$ cat config.mk
export PLATFORM = sky130hd
export DESIGN_NAME = flex_fifo
export DESIGN_NICKNAME = d
export VERILOG_FILES = /design/src/rtl/flex_fifo_pkg.sv /design/src/rtl/flex_fifo_mem.sv /design/src/rtl/flex_fifo.sv
export SDC_FILE = /design/constraint.sdc
export NUM_CORES = 1
export LEC_CHECK = 0
export CAP_MARGIN = 30
export CORE_MARGIN = 1
export CORE_UTILIZATION = 43
export CTS_BUF_LIST = sky130_fd_sc_hd__clkbuf_4 sky130_fd_sc_hd__clkbuf_8
export DETAILED_ROUTE_END_ITERATION = 8
export PLACE_DENSITY = 0.72
export SETUP_SLACK_MARGIN = 0.3
export SLEW_MARGIN = 0
export SYNTH_ARGS = -nofsm -noshare
export SYNTH_HDL_FRONTEND = slang
export SYNTH_SLANG_ARGS = --single-unit
$ cat constraint.sdc
create_clock -name clk -period 2.5 [get_ports clk]
set_clock_uncertainty 0.05 [all_clocks]
set_input_delay 0.375 -clock clk [delete_from_list [all_inputs] [get_ports clk]]
set_output_delay 0.375 -clock clk [all_outputs]
set_load 0.01 [all_outputs]
$ cat src/rtl/flex_fifo_pkg.sv
// Shared helpers for flex_fifo: width derivation, parameter legality, operation encoding.
package flex_fifo_pkg;

  typedef enum logic [1:0] {
    OP_IDLE  = 2'b00,
    OP_WRITE = 2'b01,
    OP_READ  = 2'b10,
    OP_BOTH  = 2'b11
  } fifo_op_e;

  function automatic int clog2(input int value);
    int r;
    int v;
    r = 0;
    v = value - 1;
    while (v > 0) begin
      r = r + 1;
      v = v >> 1;
    end
    return r;
  endfunction

  // A pointer needs at least one bit even for a two-entry FIFO.
  function automatic int ptr_width(input int depth);
    return (clog2(depth) < 1) ? 1 : clog2(depth);
  endfunction

  // The count must be able to hold the value FDEPTH itself.
  function automatic int count_width(input int depth);
    return clog2(depth + 1);
  endfunction

  function automatic bit params_legal(input int dwidth, input int depth,
                                      input int af_thresh, input int ae_thresh);
    return (dwidth >= 1) && (depth >= 2) &&
           (af_thresh >= 1) && (af_thresh <= depth) &&
           (ae_thresh >= 0) && (ae_thresh <= depth - 1);
  endfunction

endpackage

$ cat src/rtl/flex_fifo_mem.sv
// Storage array for flex_fifo: one synchronous write port, one asynchronous read port.
module flex_fifo_mem
  import flex_fifo_pkg::*;
#(
  parameter int DWIDTH = 9,
  parameter int DEPTH  = 5,
  parameter int AWIDTH = ptr_width(DEPTH)
) (
  input  logic              clk,
  input  logic              i_we,
  input  logic [AWIDTH-1:0] i_waddr,
  input  logic [DWIDTH-1:0] i_wdata,
  input  logic [AWIDTH-1:0] i_raddr,
  output logic [DWIDTH-1:0] o_rdata
);

  // Contents are deliberately never reset; occupancy is tracked by the control logic.
  logic [DWIDTH-1:0] r_mem [DEPTH];

  always_ff @(posedge clk) begin
    if (i_we) begin
      r_mem[i_waddr] <= i_wdata;
    end
  end

  assign o_rdata = r_mem[i_raddr];

endmodule

$ cat src/rtl/flex_fifo.sv
// Synchronous FIFO with arbitrary depth, threshold flags and sticky error flags.
// Define FLEX_FIFO_FWFT_EN for first-word-fall-through; otherwise data_o is a registered read.
module flex_fifo
  import flex_fifo_pkg::*;
#(
  parameter int DWIDTH    = 9,
  parameter int FDEPTH    = 5,
  parameter int AF_THRESH = FDEPTH - 1,
  parameter int AE_THRESH = 1
) (
  input  logic                             clk,
  input  logic                             rst_n,
  input  logic [DWIDTH-1:0]                data_i,
  input  logic                             write_i,
  input  logic                             read_i,
  input  logic                             flush_i,
  output logic [DWIDTH-1:0]                data_o,
  output logic                             valid_o,
  output logic                             full_o,
  output logic                             empty_o,
  output logic                             almost_full_o,
  output logic                             almost_empty_o,
  output logic [count_width(FDEPTH)-1:0]   count_o,
  output logic                             overflow_o,
  output logic                             underflow_o
);

  localparam int PW = ptr_width(FDEPTH);
  localparam int CW = count_width(FDEPTH);

  localparam logic [PW-1:0] PTR_LAST = PW'(FDEPTH - 1);
  localparam logic [CW-1:0] CNT_FULL = CW'(FDEPTH);
  localparam logic [CW-1:0] CNT_AF   = CW'(AF_THRESH);
  localparam logic [CW-1:0] CNT_AE   = CW'(AE_THRESH);

  generate
    if (!params_legal(DWIDTH, FDEPTH, AF_THRESH, AE_THRESH)) begin : g_param_check
      $error("flex_fifo: illegal DWIDTH/FDEPTH/AF_THRESH/AE_THRESH combination");
    end
  endgenerate

  logic [PW-1:0]     r_wr_ptr;
  logic [PW-1:0]     r_rd_ptr;
  logic [CW-1:0]     r_count;
  logic              r_overflow;
  logic              r_underflow;

  logic              w_rd_accept;
  logic              w_wr_accept;
  logic              w_mem_we;
  logic [DWIDTH-1:0] w_mem_rdata;
  fifo_op_e          w_op;

  assign full_o         = (r_count == CNT_FULL);
  assign empty_o        = (r_count == '0);
  assign almost_full_o  = (r_count >= CNT_AF);
  assign almost_empty_o = (r_count <= CNT_AE);
  assign count_o        = r_count;
  assign overflow_o     = r_overflow;
  assign underflow_o    = r_underflow;

  // A read frees a slot in the same cycle, so a write on full is still taken alongside it.
  assign w_rd_accept = read_i && !empty_o;
  assign w_wr_accept = write_i && (!full_o || w_rd_accept);
  assign w_mem_we    = w_wr_accept && !flush_i;

  always_comb begin
    w_op = OP_IDLE;
    case ({w_rd_accept, w_wr_accept})
      2'b01:   w_op = OP_WRITE;
      2'b10:   w_op = OP_READ;
      2'b11:   w_op = OP_BOTH;
      default: w_op = OP_IDLE;
    endcase
  end

  always_ff @(posedge clk or negedge rst_n) begin
    if (!rst_n) begin
      r_wr_ptr    <= '0;
      r_rd_ptr    <= '0;
      r_count     <= '0;
      r_overflow  <= 1'b0;
      r_underflow <= 1'b0;
    end else if (flush_i) begin
      r_wr_ptr    <= '0;
      r_rd_ptr    <= '0;
      r_count     <= '0;
      r_overflow  <= 1'b0;
      r_underflow <= 1'b0;
    end else begin
      if (w_wr_accept) begin
        r_wr_ptr <= (r_wr_ptr == PTR_LAST) ? '0 : r_wr_ptr + 1'b1;
      end
      if (w_rd_accept) begin
        r_rd_ptr <= (r_rd_ptr == PTR_LAST) ? '0 : r_rd_ptr + 1'b1;
      end
      case (w_op)
        OP_WRITE: r_count <= r_count + 1'b1;
        OP_READ:  r_count <= r_count - 1'b1;
        default:  r_count <= r_count;
      endcase
      if (write_i && !w_wr_accept) begin
        r_overflow <= 1'b1;
      end
      if (read_i && empty_o) begin
        r_underflow <= 1'b1;
      end
    end
  end

  flex_fifo_mem #(
    .DWIDTH (DWIDTH),
    .DEPTH  (FDEPTH),
    .AWIDTH (PW)
  ) u_mem (
    .clk     (clk),
    .i_we    (w_mem_we),
    .i_waddr (r_wr_ptr),
    .i_wdata (data_i),
    .i_raddr (r_rd_ptr),
    .o_rdata (w_mem_rdata)
  );

`ifdef FLEX_FIFO_FWFT_EN
  assign data_o  = w_mem_rdata;
  assign valid_o = !empty_o;
`else
  logic [DWIDTH-1:0] r_data;
  logic              r_valid;

  always_ff @(posedge clk or negedge rst_n) begin
    if (!rst_n) begin
      r_data  <= '0;
      r_valid <= 1'b0;
    end else if (flush_i) begin
      r_valid <= 1'b0;
    end else begin
      r_valid <= w_rd_accept;
      if (w_rd_accept) begin
        r_data <= w_mem_rdata;
      end
    end
  end

  assign data_o  = r_data;
  assign valid_o = r_valid;
`endif

endmodule

### Word-level counts from Yosys, hierarchy flattened

Memories as Yosys holds them, arrays and structs flattened. A register that Yosys moved wholly into a read port is not among the register bits.
Index checks and enable logic that the tools add are counted.
W data, S select, Z words.

* word-level logic and storage cells: 56
* memories: 1
* register bits: 12
* RAM bits: 45
* input port bits: 14
* output and inout bits: 19

* $lt $le $gt $ge: 2
* reductions and logical operators: 18
* add/sub/neg operators: 4
* multiplexer cells: 16
* bitwise gates (word level): 1
* equal/unequal tests: 8

Memories
* u_mem.r_mem: depth 5, bits a word 9, rd ports 1, clocked after memory_dff 1, wr ports 1, line flex_fifo_mem.sv:18 `logic [DWIDTH-1:0] r_mem [DEPTH];`

Operator list (count)
* $mux W3: 7
* $add A3 B1 Y3 const B: 3
* $eq A3 B3 Y1 const B: 3
* $reduce_bool A2 Y1: 4
* $mux W1: 7
* $eq A2 B2 Y1 const B: 3
* $pmux W2 S3: 1
* $pmux W3 S2: 1
* $logic_and A1 B1 Y1: 5
* $logic_not A1 Y1: 5
* $eq A2 B1 Y1 const B: 2
* $ge A3 B3 Y1 const B: 1
* $le A3 B1 Y1 const B: 1
* $logic_not A3 Y1: 1
* $reduce_bool A3 Y1: 1
* $sub A3 B1 Y3 const B: 1
* $reduce_and A2 Y1: 1
* $logic_or A1 B1 Y1: 1
* $not A1 Y1: 1

### Logic depth before layout (Yosys ltp)

* word-level depth: 10
* mapped depth: 7
* mapped depth without buffers: 7

### Modules after synthesis

From an unflattened synthesis, not the netlist that was laid out.

* cell total of the unflattened synthesis: 196
* area, all modules: 2986.6 µm²

By module, submodules not included
* flex_fifo_mem: times used 1, seq. area each 1351.3 µm², area an instance 1931.9 µm², cells each 103
* flex_fifo: times used 1, seq. area each 525.5 µm², area an instance 1054.8 µm², cells each 93

### Worst setup path after synthesis

No wires, ideal clock.

* path type: register to register
* from: reg r_count[1], in the netlist count_o[1]
* to: mem u_mem.r_mem[3][0], enable pin
* buffers on the path: 0
* data required time: 2051 ps
* cell stages (with the launch flop): 6
* path slack: 118 ps
* setup time: 399 ps
* period minus slack after synthesis: 2382 ps
* arrival time: 1932 ps
* cell sequence: dfrtp_1 inv_1 ha_1 nand2_1 o21ai_2 nor4_1

* word-level cells in the longest chain between the ends: 8
* elaborated cells on any way between the ends: 10
* those cells by class: eq/ne (1); mux (2); reduce/logical (7)

Ends and longest elaborated chain
* start: declaration: line flex_fifo.sv:44 `logic [CW-1:0] r_count;`
* start signal: assignment: line flex_fifo.sv:98 `OP_WRITE: r_count <= r_count + 1'b1;`
* start signal: assignment: line flex_fifo.sv:99 `OP_READ: r_count <= r_count - 1'b1;`
* start signal: assignment: line flex_fifo.sv:100 `default: r_count <= r_count;`
* $logic_not A3 Y1: line flex_fifo.sv:55 `assign empty_o = (r_count == '0);`
* $logic_not A1 Y1: line flex_fifo.sv:63 `assign w_rd_accept = read_i && !empty_o;`
* $logic_and A1 B1 Y1: line flex_fifo.sv:63
* $logic_or A1 B1 Y1 (*): line flex_fifo.sv:64 `assign w_wr_accept = write_i && (!full_o || w_rd_accept);`
* $logic_and A1 B1 Y1 (*): line flex_fifo.sv:64
* $logic_and A1 B1 Y1 (*): line flex_fifo.sv:65 `assign w_mem_we = w_wr_accept && !flush_i;`
* $mux W1 (*): line flex_fifo_mem.sv:21 `if (i_we) begin`
* $mux W1 (not written as such) (*): line flex_fifo_mem.sv:22 `r_mem[i_waddr] <= i_wdata;`
* end: declaration: line flex_fifo_mem.sv:18

Mark *: on every way between the ends. The rest lies on a longest branch, timed or not.

### Worst setup path after layout

* from: reg r_count[1], in the netlist count_o[1]
* to: out empty_o

* word-level cells in the longest chain between the ends: 1

Ends and longest elaborated chain
* $logic_not A3 Y1: line flex_fifo.sv:55
* end: declaration: line flex_fifo.sv:20 `output logic empty_o,`

No other way between the ends.

==> flow_summary_export.csv <==
group,metric,value,unit
global_routing,antenna_found_initial,0,
cells_and_area,fin_area,3560,um2
synthesis,synth_area,2870,um2
cells_and_area,antenna_cells,0,
power,p_seq_share,42.8,%
cells_and_area,fin_cells,325,
clocking,cts.sinks,66,
placement,io_buffers,32,
synthesis,synth_area_per_cell,14.5,um2
cells_and_area,nFillCells,532,
critical_path,critPathArrivalTime,1.56,ns
placement,dpl_cell_area,3330,um2
detailed_routing,routed_via_density,5.35,
synthesis,ys_seq_elements,66,
synthesis,yosys_warnings,0,
synthesis,synth_edf_count,45,
critical_path,worstSetupStartpoint,"count_o[1]",
detailed_routing,via_count,1740,
clocking,path_clk_slew,0.08,ns
sta,fin_crit,1.98,ns
cells_and_area,drive_above_1_share,21.8,%
sta,layout_setup_ws,0.517,ns
clocking,cts_tree,"done",
sta,hold_viol_final,0,
floorplan,die_w,83.6,um
sta,drv_slew,0,
sta,grt_setup_unrepaired,"no",
power,pwr-share-clk,30.4,%
critical_path,cp_max_fo,5,
detailed_routing,wl_per_cell,16.0,um
cells_and_area,regArea,1880,um2
clocking,numCtsBuffers,9,
floorplan,io_pins,33,
floorplan,die-area,6990,um2
clocking,cts_hold_buffers,0,
flow_run,maxCapViolations,0,
critical_path,reg2reg_from,"count_o[1]",
global_routing,grt_max_degree,23,
power,power_leakage,0.00137,uW
cells_and_area,syn_to_final_growth,24.1,%
floorplan,initial_core_util,44.9,%
critical_path,crit_path_end_kind,"output port",
status,outcome,"finished, final reports clean",
critical_path,cp.required,2.08,ns
power,powerDensity,903,nW/um2
worst_hold_path,hold_path.class,"in2async",
detailed_routing,drcViolationCount,0,
global_routing,overflow,0,
detailed_routing,antenna_left,0,
power,p_sw_share,27.4,%
detailed_routing,first_iter_violations,85,
floorplan,core_area,6390,um2
synthesis,synth.distinct_cells,30,
placement,hpwl,3250,um
sta,fmax,504,MHz
placement,place_ws,0.415,ns
detailed_routing,drt_wl_total,5190,um
sta,min_period_over_period,79.3,%
synthesis,synthCells,198,
cells_and_area,fin_nets,265,
critical_path,worstSetupPathType,"reg2out",
placement,placed_cells,308,
power,p_sw,881,uW
cells_and_area,utilization,55.7,%
global_routing,grt_pass1_vias,1686,
sta,fin_tns_setup,0,ns
clocking,clock_latency,0.34,ns
sta,worst_pin_slew,0.725,ns
cells_and_area,multi_input_area,917,um2
detailed_routing,drtPass1Iterations,4,
power,p_int,2330,uW
clocking,cts_max_level,3,
clocking,clockBufferDepth,2,
power,p_comb_share,26.8,%
synthesis,synth_nets,220,
global_routing,grtUsageTotal,15.9,%
synthesis,dominantRegCellSynth,"edfxtp_1",
critical_path,critPathLaunchType,"register",
placement,gp_congestion,0.817,
floorplan,fp.dieH,83.6,um
power,vdd_drop_max,0.000488,V
floorplan,row_count,29,
sta,setup_viol,0,
sta,relSlewSlack,51.5,%
global_routing,grt_pass1_wl,8360,um
synthesis,ys_async_sr_fraction,31.8,%
synthesis,ys_seq_area_share,65.5,%
clocking,root_buffer,"clkbuf_8",
-- power by group through the flow --
stage	logic, uW	registers (uW)	clock network (uW)
2_1_floorplan	466	1420	0
3_3_place_gp	847	1390	0
3_5_place_dp	861	1400	0
4_1_cts	873	1370	998
5_1_grt	935	1390	1050
6_report	860	1370	977
-- placed cells by master (no fill, tap or decap), drive strengths merged, types with 4 or more instances in the layout --
master and n:
o21ai 4, a221o 9, clkinv 4, mux2i 13, nor2 12, clkdlybuf4s50 29
buf 12, mux2 19, ha 8, nand2 7, clkbuf 9, dfrtp 21
a21oi 12, edfxtp 45, nor3 12, inv 10
-- cells in the mapped netlist (6+ instances only) --
cell       n  area share (%)
nand2_1    7            0.92
ha_1       8             3.5
mux2_4     8             4.2
nor2_1    11             1.4
a21oi_1   12             2.1
inv_1     10             1.3
nor3_1    12             2.1
a221o_1    9             3.1
mux2_2    11             4.3
clkbuf_1   6            0.79
mux2i_1   13             4.5
edfxtp_1  45              47
dfrtp_1   21              18
-- logic make-up (layout without fill, tap and decap cells) --
kind of cell | Yosys count | count (layout) | synth area share, %
flops | 66 | 66 | 65.5
mux | 32 | 32 | 13.1
simple gates | 42 | 42 | 7.51
compound gates | 30 | 30 | 7.42
buf+inv | 20 | 70 | 3.01
fa+ha+maj | 8 | 8 | 3.49
-- flip-flops by register name, summed over array words and instances (netlist names) --
name         count
count_o          3
data_o           9
overflow_o       1
r_rd_ptr         3
r_wr_ptr         3
u_mem.r_mem     45
underflow_o      1
valid_o          1
-- per-stage QoR --
| stage | total power (uW) | hold slack (ns) |
|---|---|---|
| 2_1_floorplan | 1890 | 0.0294 |
| 3_3_place_gp | 2240 | 0.431 |
| 3_5_place_dp | 2260 | 0.431 |
| 4_1_cts | 3240 | 0.337 |
| 5_1_grt | 3370 | 0.354 |
| 6_report | 3210 | 0.332 |
-- worst max-delay path: stages, from the launching register on --
cell and delay (ns):
dfrtp_1 0.42, inv_2 0.11, ha_2 0.21, nand2b_2 0.09
inv_1 0.11, dlygate4sd2_1 0.28
-- area by class of cell --
type / instances / area share [%]
multi-input combinational: 112 / 25.8
tap: 77 / 2.71
clock buffer: 9 / 3.48
clock inverter: 7 / 2.64
timing repair buffer: 44 / 11.5
sequential: 66 / 52.8
inverter: 10 / 1.06
-- repair_timing --
item                                    in CTS  in global routing
resized for setup                            5                  1
endpoints found under the setup margin       3                  1
setup buffers                                1                  0
-- final timing paths --
path	end	slack [ns]	depth (start not counted)
hold / removal	data_o[7]	0.33	2
setup / recovery	empty_o	0.52	5
setup reg to reg	u_mem.r_mem[2][5]	0.65	6
hold reg to reg	underflow_o	0.45	2
max in group asynchronous	r_wr_ptr[0]	1.84	2
min in group clk	underflow_o	0.45	2
-- metal layers --
layer	vias to the layer above	track usage [%]	share of wire, %	routed length, um
met4	0	7.70	1.9	101
met5	-	0	0	0
met1	844	21.0	46	2390
met3	8	4.85	5.1	267
met2	51	24.0	47	2430
li1	837	-	-	-
Note: power is estimated with default switching activity, not from simulation.
